$ cat src/rtl/scene_pixel_renderer_pkg.sv
// Shared game constants for the scene pixel renderer: geometry, colours and
// the obstacle colour-select rule.
package scene_pixel_renderer_pkg;

    localparam int DEF_NUM_OBS    = 2;
    localparam int DEF_COORD_W    = 8;
    localparam int DEF_COLOR_W    = 3;
    localparam int DEF_GROUND_TOP = 100;
    localparam int DEF_DINO_LEFT  = 10;
    localparam int DEF_DINO_W     = 16;
    localparam int DEF_DINO_H     = 16;
    localparam int DEF_OBS_W      = 8;

    localparam logic [2:0] DEF_COL_BG          = 3'b111;
    localparam logic [2:0] DEF_COL_GRND        = 3'b000;
    localparam logic [2:0] DEF_COL_OBS_A       = 3'b010;
    localparam logic [2:0] DEF_COL_OBS_B       = 3'b100;
    localparam logic [2:0] DEF_COL_TRANSPARENT = 3'b101;

    // Odd-indexed obstacles use the B colour, even-indexed ones the A colour.
    function automatic logic obs_uses_col_b(input int idx);
        return idx[0];
    endfunction

endpackage

$ cat src/rtl/scene_pixel_renderer_obstacle_hit.sv
// Single-channel obstacle hit test. Bounds are evaluated one bit wider than
// the coordinates so an obstacle straddling the right edge never wraps, and
// the obstacle top is clamped at row 0 for heights above the ground line.
module scene_obstacle_hit
    import scene_pixel_renderer_pkg::*;
#(
    parameter int COORD_W    = DEF_COORD_W,
    parameter int GROUND_TOP = DEF_GROUND_TOP,
    parameter int OBS_W      = DEF_OBS_W
) (
    input  logic [COORD_W-1:0] x_i,
    input  logic [COORD_W-1:0] y_i,
    input  logic [COORD_W-1:0] ox_i,
    input  logic [COORD_W-1:0] oh_i,
    input  logic               en_i,
    output logic               hit_o
);

    localparam logic [COORD_W:0] GT_EXT = (COORD_W+1)'(GROUND_TOP);
    localparam logic [COORD_W:0] OW_EXT = (COORD_W+1)'(OBS_W);

    logic [COORD_W:0] x_ext_s;
    logic [COORD_W:0] y_ext_s;
    logic [COORD_W:0] ox_ext_s;
    logic [COORD_W:0] oh_ext_s;
    logic [COORD_W:0] right_s;
    logic [COORD_W:0] top_s;

    // Widened column window, clamped top row and the resulting hit flag.
    always_comb begin
        x_ext_s  = {1'b0, x_i};
        y_ext_s  = {1'b0, y_i};
        ox_ext_s = {1'b0, ox_i};
        oh_ext_s = {1'b0, oh_i};
        right_s  = ox_ext_s + OW_EXT;
        if (oh_ext_s > GT_EXT) begin
            top_s = {(COORD_W+1){1'b0}};
        end else begin
            top_s = GT_EXT - oh_ext_s;
        end
        if (en_i && (oh_i != {COORD_W{1'b0}}) && (x_ext_s >= ox_ext_s) &&
            (x_ext_s < right_s) && (y_ext_s >= top_s)) begin
            hit_o = 1'b1;
        end else begin
            hit_o = 1'b0;
        end
    end

endmodule

$ cat src/rtl/scene_pixel_renderer.sv
// Scene pixel renderer: composites ground, dino sprite and NUM_OBS obstacles
// into one colour per requested pixel through a 2-stage pipeline. Object
// positions are shadowed once per frame (with same-cycle bypass).
// Optional build macro: SCENE_COLLISION_DETECT_EN adds a sticky collision flag.
module scene_pixel_renderer
    import scene_pixel_renderer_pkg::*;
#(
    parameter int NUM_OBS    = DEF_NUM_OBS,
    parameter int COORD_W    = DEF_COORD_W,
    parameter int COLOR_W    = DEF_COLOR_W,
    parameter int GROUND_TOP = DEF_GROUND_TOP,
    parameter int DINO_LEFT  = DEF_DINO_LEFT,
    parameter int DINO_W     = DEF_DINO_W,
    parameter int DINO_H     = DEF_DINO_H,
    parameter int OBS_W      = DEF_OBS_W,
    parameter logic [COLOR_W-1:0] COL_BG          = DEF_COL_BG,
    parameter logic [COLOR_W-1:0] COL_GRND        = DEF_COL_GRND,
    parameter logic [COLOR_W-1:0] COL_OBS_A       = DEF_COL_OBS_A,
    parameter logic [COLOR_W-1:0] COL_OBS_B       = DEF_COL_OBS_B,
    parameter logic [COLOR_W-1:0] COL_TRANSPARENT = DEF_COL_TRANSPARENT
) (
    input  logic                       clk,
    input  logic                       resetn,
    input  logic                       frame_start,
    input  logic                       px_valid,
    input  logic [COORD_W-1:0]         x,
    input  logic [COORD_W-1:0]         y,
    input  logic [COORD_W-1:0]         dino_y,
    input  logic [NUM_OBS*COORD_W-1:0] obs_x,
    input  logic [NUM_OBS*COORD_W-1:0] obs_h,
    input  logic [NUM_OBS-1:0]         obs_en,
    output logic [COORD_W-1:0]         sprite_addr_x,
    output logic [COORD_W-1:0]         sprite_addr_y,
    input  logic [COLOR_W-1:0]         sprite_color,
    output logic [COLOR_W-1:0]         color,
`ifdef SCENE_COLLISION_DETECT_EN
    output logic                       collision,
`endif
    output logic                       color_valid
);

    localparam logic [COORD_W:0] GT_EXT = (COORD_W+1)'(GROUND_TOP);
    localparam logic [COORD_W:0] DL_EXT = (COORD_W+1)'(DINO_LEFT);
    localparam logic [COORD_W:0] DR_EXT = (COORD_W+1)'(DINO_LEFT + DINO_W);
    localparam logic [COORD_W:0] DH_EXT = (COORD_W+1)'(DINO_H);

    // Shadow registers; the _d values double as the bypassed effective values.
    logic [COORD_W-1:0]         dino_y_q, dino_y_d;
    logic [NUM_OBS*COORD_W-1:0] obs_x_q, obs_x_d;
    logic [NUM_OBS*COORD_W-1:0] obs_h_q, obs_h_d;
    logic [NUM_OBS-1:0]         obs_en_q, obs_en_d;

    // Stage 1 state.
    logic               v1_q, v1_d;
    logic               grnd1_q, grnd1_d;
    logic               dino1_q, dino1_d;
    logic [NUM_OBS-1:0] obs_hit1_q, obs_hit1_d;
    logic [COORD_W-1:0] addr_x_q, addr_x_d;
    logic [COORD_W-1:0] addr_y_q, addr_y_d;

    // Stage 2 state.
    logic [COLOR_W-1:0] color_q, color_d;
    logic               color_valid_q, color_valid_d;

    logic [NUM_OBS-1:0] obs_hit_s;
    logic [COORD_W:0]   x_ext_s, y_ext_s, dy_ext_s;
    logic               ground_s, dino_hit_s, opaque_s;
    logic [COLOR_W-1:0] obs_col_s, compose_s;

    // Shadow update on frame_start; otherwise hold.
    always_comb begin
        if (frame_start) begin
            dino_y_d = dino_y;
            obs_x_d  = obs_x;
            obs_h_d  = obs_h;
            obs_en_d = obs_en;
        end else begin
            dino_y_d = dino_y_q;
            obs_x_d  = obs_x_q;
            obs_h_d  = obs_h_q;
            obs_en_d = obs_en_q;
        end
    end

    genvar gi;
    generate
        for (gi = 0; gi < NUM_OBS; gi++) begin : g_obs
            scene_obstacle_hit #(
                .COORD_W   (COORD_W),
                .GROUND_TOP(GROUND_TOP),
                .OBS_W     (OBS_W)
            ) u_hit (
                .x_i  (x),
                .y_i  (y),
                .ox_i (obs_x_d[gi*COORD_W +: COORD_W]),
                .oh_i (obs_h_d[gi*COORD_W +: COORD_W]),
                .en_i (obs_en_d[gi]),
                .hit_o(obs_hit_s[gi])
            );
        end
    endgenerate

    // Stage 1: ground/dino tests, sprite address and capture of the request.
    always_comb begin
        x_ext_s    = {1'b0, x};
        y_ext_s    = {1'b0, y};
        dy_ext_s   = {1'b0, dino_y_d};
        ground_s   = (y_ext_s >= GT_EXT);
        dino_hit_s = (x_ext_s >= DL_EXT) && (x_ext_s < DR_EXT) &&
                     (y_ext_s >= dy_ext_s) && (y_ext_s < (dy_ext_s + DH_EXT));
        v1_d       = px_valid;
        if (px_valid) begin
            grnd1_d    = ground_s;
            dino1_d    = dino_hit_s;
            obs_hit1_d = obs_hit_s;
            addr_x_d   = x - COORD_W'(DINO_LEFT);
            addr_y_d   = y - dino_y_d;
        end else begin
            grnd1_d    = grnd1_q;
            dino1_d    = dino1_q;
            obs_hit1_d = obs_hit1_q;
            addr_x_d   = addr_x_q;
            addr_y_d   = addr_y_q;
        end
    end

    // Stage 2: fixed-priority compose; colour holds when no pixel arrives.
    always_comb begin
        opaque_s  = dino1_q && (sprite_color != COL_TRANSPARENT);
        obs_col_s = COL_BG;
        for (int i = NUM_OBS - 1; i >= 0; i--) begin
            if (obs_hit1_q[i]) begin
                obs_col_s = obs_uses_col_b(i) ? COL_OBS_B : COL_OBS_A;
            end else begin
                obs_col_s = obs_col_s;
            end
        end
        if (grnd1_q) begin
            compose_s = COL_GRND;
        end else if (opaque_s) begin
            compose_s = sprite_color;
        end else begin
            compose_s = obs_col_s;
        end
        color_valid_d = v1_q;
        if (v1_q) begin
            color_d = compose_s;
        end else begin
            color_d = color_q;
        end
    end

    // Shadow, stage-1 and stage-2 registers with synchronous reset.
    always_ff @(posedge clk) begin
        if (!resetn) begin
            dino_y_q      <= {COORD_W{1'b0}};
            obs_x_q       <= {(NUM_OBS*COORD_W){1'b0}};
            obs_h_q       <= {(NUM_OBS*COORD_W){1'b0}};
            obs_en_q      <= {NUM_OBS{1'b0}};
            v1_q          <= 1'b0;
            grnd1_q       <= 1'b0;
            dino1_q       <= 1'b0;
            obs_hit1_q    <= {NUM_OBS{1'b0}};
            addr_x_q      <= {COORD_W{1'b0}};
            addr_y_q      <= {COORD_W{1'b0}};
            color_q       <= COL_BG;
            color_valid_q <= 1'b0;
        end else begin
            dino_y_q      <= dino_y_d;
            obs_x_q       <= obs_x_d;
            obs_h_q       <= obs_h_d;
            obs_en_q      <= obs_en_d;
            v1_q          <= v1_d;
            grnd1_q       <= grnd1_d;
            dino1_q       <= dino1_d;
            obs_hit1_q    <= obs_hit1_d;
            addr_x_q      <= addr_x_d;
            addr_y_q      <= addr_y_d;
            color_q       <= color_d;
            color_valid_q <= color_valid_d;
        end
    end

    assign sprite_addr_x = addr_x_q;
    assign sprite_addr_y = addr_y_q;
    assign color         = color_q;
    assign color_valid   = color_valid_q;

`ifdef SCENE_COLLISION_DETECT_EN
    logic collision_q, collision_d;

    // Sticky collision: set by an opaque dino pixel over any obstacle, cleared
    // by frame_start, with set taking precedence.
    always_comb begin
        if (v1_q && opaque_s && (|obs_hit1_q)) begin
            collision_d = 1'b1;
        end else if (frame_start) begin
            collision_d = 1'b0;
        end else begin
            collision_d = collision_q;
        end
    end

    // Collision flag register.
    always_ff @(posedge clk) begin
        if (!resetn) begin
            collision_q <= 1'b0;
        end else begin
            collision_q <= collision_d;
        end
    end

    assign collision = collision_q;
`endif

endmodule

$ cat config.mk
export PLATFORM = sky130hd
export DESIGN_NAME = scene_pixel_renderer
export DESIGN_NICKNAME = d
export VERILOG_FILES = /design/src/rtl/scene_pixel_renderer_pkg.sv /design/src/rtl/scene_pixel_renderer_obstacle_hit.sv /design/src/rtl/scene_pixel_renderer.sv
export SDC_FILE = /design/constraint.sdc
export NUM_CORES = 1
export LEC_CHECK = 0
export ABC_AREA = 1
export CAP_MARGIN = 20
export CORE_MARGIN = 2
export CORE_UTILIZATION = 58
export CTS_CLUSTER_SIZE = 25
export DETAILED_ROUTE_END_ITERATION = 16
export PLACE_DENSITY = 0.82
export SLEW_MARGIN = 5
export SYNTH_ARGS = -nofsm -noshare
export SYNTH_HDL_FRONTEND = slang
export SYNTH_HIERARCHICAL = 1
export SYNTH_SLANG_ARGS = --single-unit
$ cat constraint.sdc
create_clock -name clk -period 6.35 [get_ports clk]
set_input_delay 1.5875 -clock clk [delete_from_list [all_inputs] [get_ports clk]]
set_output_delay 1.5875 -clock clk [all_outputs]
set_load 0.01 [all_outputs]
==> flow_metrics.py <==
metrics = {
    "detailed_routing": {
        "wl_met3_um": 463,
        "drt-initial-drc-count": 171,
        "drc": 0,
        "dr.pass1.iters": 5,
        "dr_total_vias": 4829,
        "wirelength_um": 12100,
        "wl_met1_um": 5400,
        "ant_nets": 0,
        "met2WireLength_um": 6110,
        "routedWlPerCell_um": 13.1,
        "highest_layer": "met4",
        "via_per_inst": 5.24,
    },
    "critical_path": {
        "path_max_fanout": 28,
        "crit_chain": "buf_2, buf_4, nand2_1, nand2_1, nand2_1, inv_1, nand2_1, nor2_2, o21ai_2, a21oi_1, o21ai_1, ha_1, nand2_1, nor2_1, nand3_1, o21bai_1, inv_1, nand2_1, nand2_1, nor2_1, o21ai_0, a21oi_1",
        "start_kind": "primary input",
        "crit_type": "in2reg",
        "slowest_delay_ns": 0.40,
        "slowest_stage": "buf_4",
        "crit_arrival_ns": 4.46,
        "worstPathRequired_ns": 6.62,
        "endpoint_kind": "register",
        "cp_common_cell": "nand2_1",
    },
    "global_routing": {
        "grt_max_degree": 49,
        "grt_pass1_wl_um": 19700,
        "antenna_found_initial": 0,
        "grt_pass1_vias": 4589,
        "overflow": 0,
        "grt_util_all_layers_pct": 27.0,
    },
    "clock_tree": {
        "clk_pin_slew_ns": 0.08,
        "cts_root_buf": "clkbuf_8",
        "cts_max_level": 3,
        "cts_buffers": 9,
        "cts_buffer_depth": 2,
        "cts_tree": "yes",
        "worstSkewPairLatency_ns": 0.34,
        "post-cts-setup-buffers": 0,
        "cts_hold_buffers": 0,
        "cts.sinks": 67,
        "cts-resized-gates": 0,
    },
    "logic_synthesis": {
        "synth-edff-count": 0,
        "syn-instance-count": 734,
        "synth.yosys.seq_area_share_pct": 27.3,
        "avgSynthCellArea_um2": 6.69,
        "syn_nets": 861,
        "synth_area_leaders": "dfxtp_1, nand2_1, ha_1",
        "ys_top_cells_by_count": "nand2_1, inv_1, a21oi_1",
        "synth_warnings": 6,
        "syn_area_um2": 4910,
        "async_flop_share_pct": 0,
        "yosys.area.top_type_share_pct": 27.3,
        "yosys_most_used_dff": "dfxtp_1",
        "ys_ff_latch": 67,
        "synth_cell_types": 48,
        "synth_top_cell_by_area": "dfxtp_1",
        "synth_most_common_cell": "nand2_1",
    },
    "die": {
        "initial_core_util_pct": 59.7,
        "die-area_um2": 9220,
        "row_count": 33,
        "dieHeight_um": 96.0,
        "pin_count": 85,
        "die_w_um": 96.0,
        "core_area_um2": 8220,
    },
    "final_layout": {
        "fillers": 682,
        "area_delta_synth_final_pct": 21.9,
        "n_antenna_cell": 0,
        "final_util_pct": 72.8,
        "nets": 939,
        "drive_gt1_share_pct": 5.76,
    },
    "timing": {
        "finalCritPeriodShare_pct": 65.9,
        "fin_crit_ns": 4.19,
        "worstMarginPinSlew_ns": 1.02,
        "fin_ws_ns": 2.16,
        "fmax_mhz": 239,
        "finalSetupViolCount": 0,
        "rsz0062_at_grt": "false",
        "fin_setup_tns_ns": 0,
        "finClkSkew_ns": 0.00804,
        "report.final.slew_viol_count": 0,
        "hold_viol": 0,
        "max_slew_margin_pct": 31.7,
    },
    "worst_hold_path": {
        "hp-class": "reg2reg",
    },
    "pwr": {
        "sw_frac_of_total_pct": 32.1,
        "cellLeakagePower_uw": 0.00301,
        "vdd_drop_max_mv": 0.117,
        "finalPower_uw": 1200,
        "pwr-share-comb_pct": 31.3,
        "p_sw_uw": 384,
        "power_frac_seq_pct": 38.3,
        "pwr-share-clk_pct": 30.4,
        "p_int_uw": 813,
        "power_density_nw_per_um2": 200,
    },
    "place": {
        "io_buffers": 84,
        "gp_congestion": 0.885,
        "dp_hpwl_um": 9230,
        "dpl_worst_slack_ns": 1.84,
    },
    "run": {
        "drv_cap": 0,
    },
    "outcome": {
        "status": "complete, no violations",
    },
}
==> per-stage QoR <==
stage          cells  hold WS (ns)  area (um2)
2_1_floorplan    734         0.407        4910
3_3_place_gp     906         0.427        5790
3_5_place_dp     906         0.419        5790
4_1_cts          921         0.441        5990
5_1_grt          921         0.467        5990
6_report         921         0.439        5990
==> routing by layer <==
layer / vias to the layer above / GRT usage (%)
met2: 96 / 51.2
met4: 0 / 6.67
met3: 8 / 5.56
met5: - / 0
li1: 2513 / -
met1: 2212 / 30.6
==> final cells by class <==
| type | instances | area, um2 | share of cell area, % |
|---|---|---|---|
| Multi-Input combinational cell | 551 | 3100 | 51.8 |
| Sequential cell | 67 | 1340 | 22.4 |
| Timing Repair Buffer | 86 | 851 | 14.2 |
| Inverter | 97 | 369 | 6.17 |
| Clock buffer | 13 | 159 | 2.65 |
| Tap cell | 105 | 131 | 2.19 |
| Clock inverter | 2 | 35.0 | 0.585 |
==> worst paths after layout <==
path / end / from / cells after the start / slack (ns)
setup / recovery: obs_hit1_q[0] / frame_start / 22 / 2.16
hold / removal: color_valid / color_valid_d / 2 / 0.44
setup reg to reg: obs_hit1_q[0] / obs_h_q[3] / 19 / 3.82
hold reg to reg: color_valid / color_valid_d / 2 / 0.44
==> placed cells by master, fill, tap and decap left out, types with 3 or more instances in the layout <==
master,Yosys,final
clkbuf_8,0,11
nor2_1,56,56
xnor2_1,5,5
xor2_1,10,10
ha_1,61,61
a21o_1,6,6
clkdlybuf4s50_1,0,83
nor2_2,6,6
o21ai_0,19,19
nand2_1,227,227
inv_2,6,6
dfxtp_1,67,67
inv_1,89,88
or2_1,3,3
nand4_1,4,4
nand3_2,3,3
a21oi_1,73,73
nor3_1,7,7
o21ai_2,3,3
nand3b_1,4,4
nand3_1,26,26
o21ai_1,6,6
==> registers in the layout, indices dropped and copies added, names as in the netlist <==
name and cells:
obs_en_q 2, color 3, obs_x_q 16, obs_hit1_q 2, dino1_q 1, sprite_addr_y 8, sprite_addr_x 8, color_valid_d 1
grnd1_q 1, obs_h_q 16, color_valid 1, dino_y_q 8
==> cells by family (layout without fill, tap and decap cells) <==
| group | Yosys count | in the layout | share of synthesized area (%) |
|---|---|---|---|
| fa+ha+maj | 62 | 62 | 16.0 |
| mux | 2 | 2 | 0.408 |
| simple gates | 348 | 348 | 30.0 |
| xor+xnor | 15 | 15 | 2.68 |
| flops | 67 | 67 | 27.3 |
| compound gates | 122 | 122 | 13.9 |
| other cells | 2 | 2 | 0.153 |
| buf+inv | 116 | 198 | 9.53 |
==> critical path: cells and delay by family <==
| family | cells | cell delay (ns) |
|---|---|---|
| buf+inv | 4 | 0.84 |
| simple gates | 11 | 1.06 |
| compound gates | 6 | 0.66 |
| fa+ha+maj | 1 | 0.29 |
==> power groups by stage <==
stage | registers [uW] | logic [uW] | clock network (uW)
global placement | 467 | 355 | 0
finish | 459 | 374 | 364
global route | 461 | 425 | 387
detailed placement | 468 | 370 | 0
floorplan | 471 | 240 | 0
CTS | 459 | 373 | 371
Power figures use the tool's default switching activity.
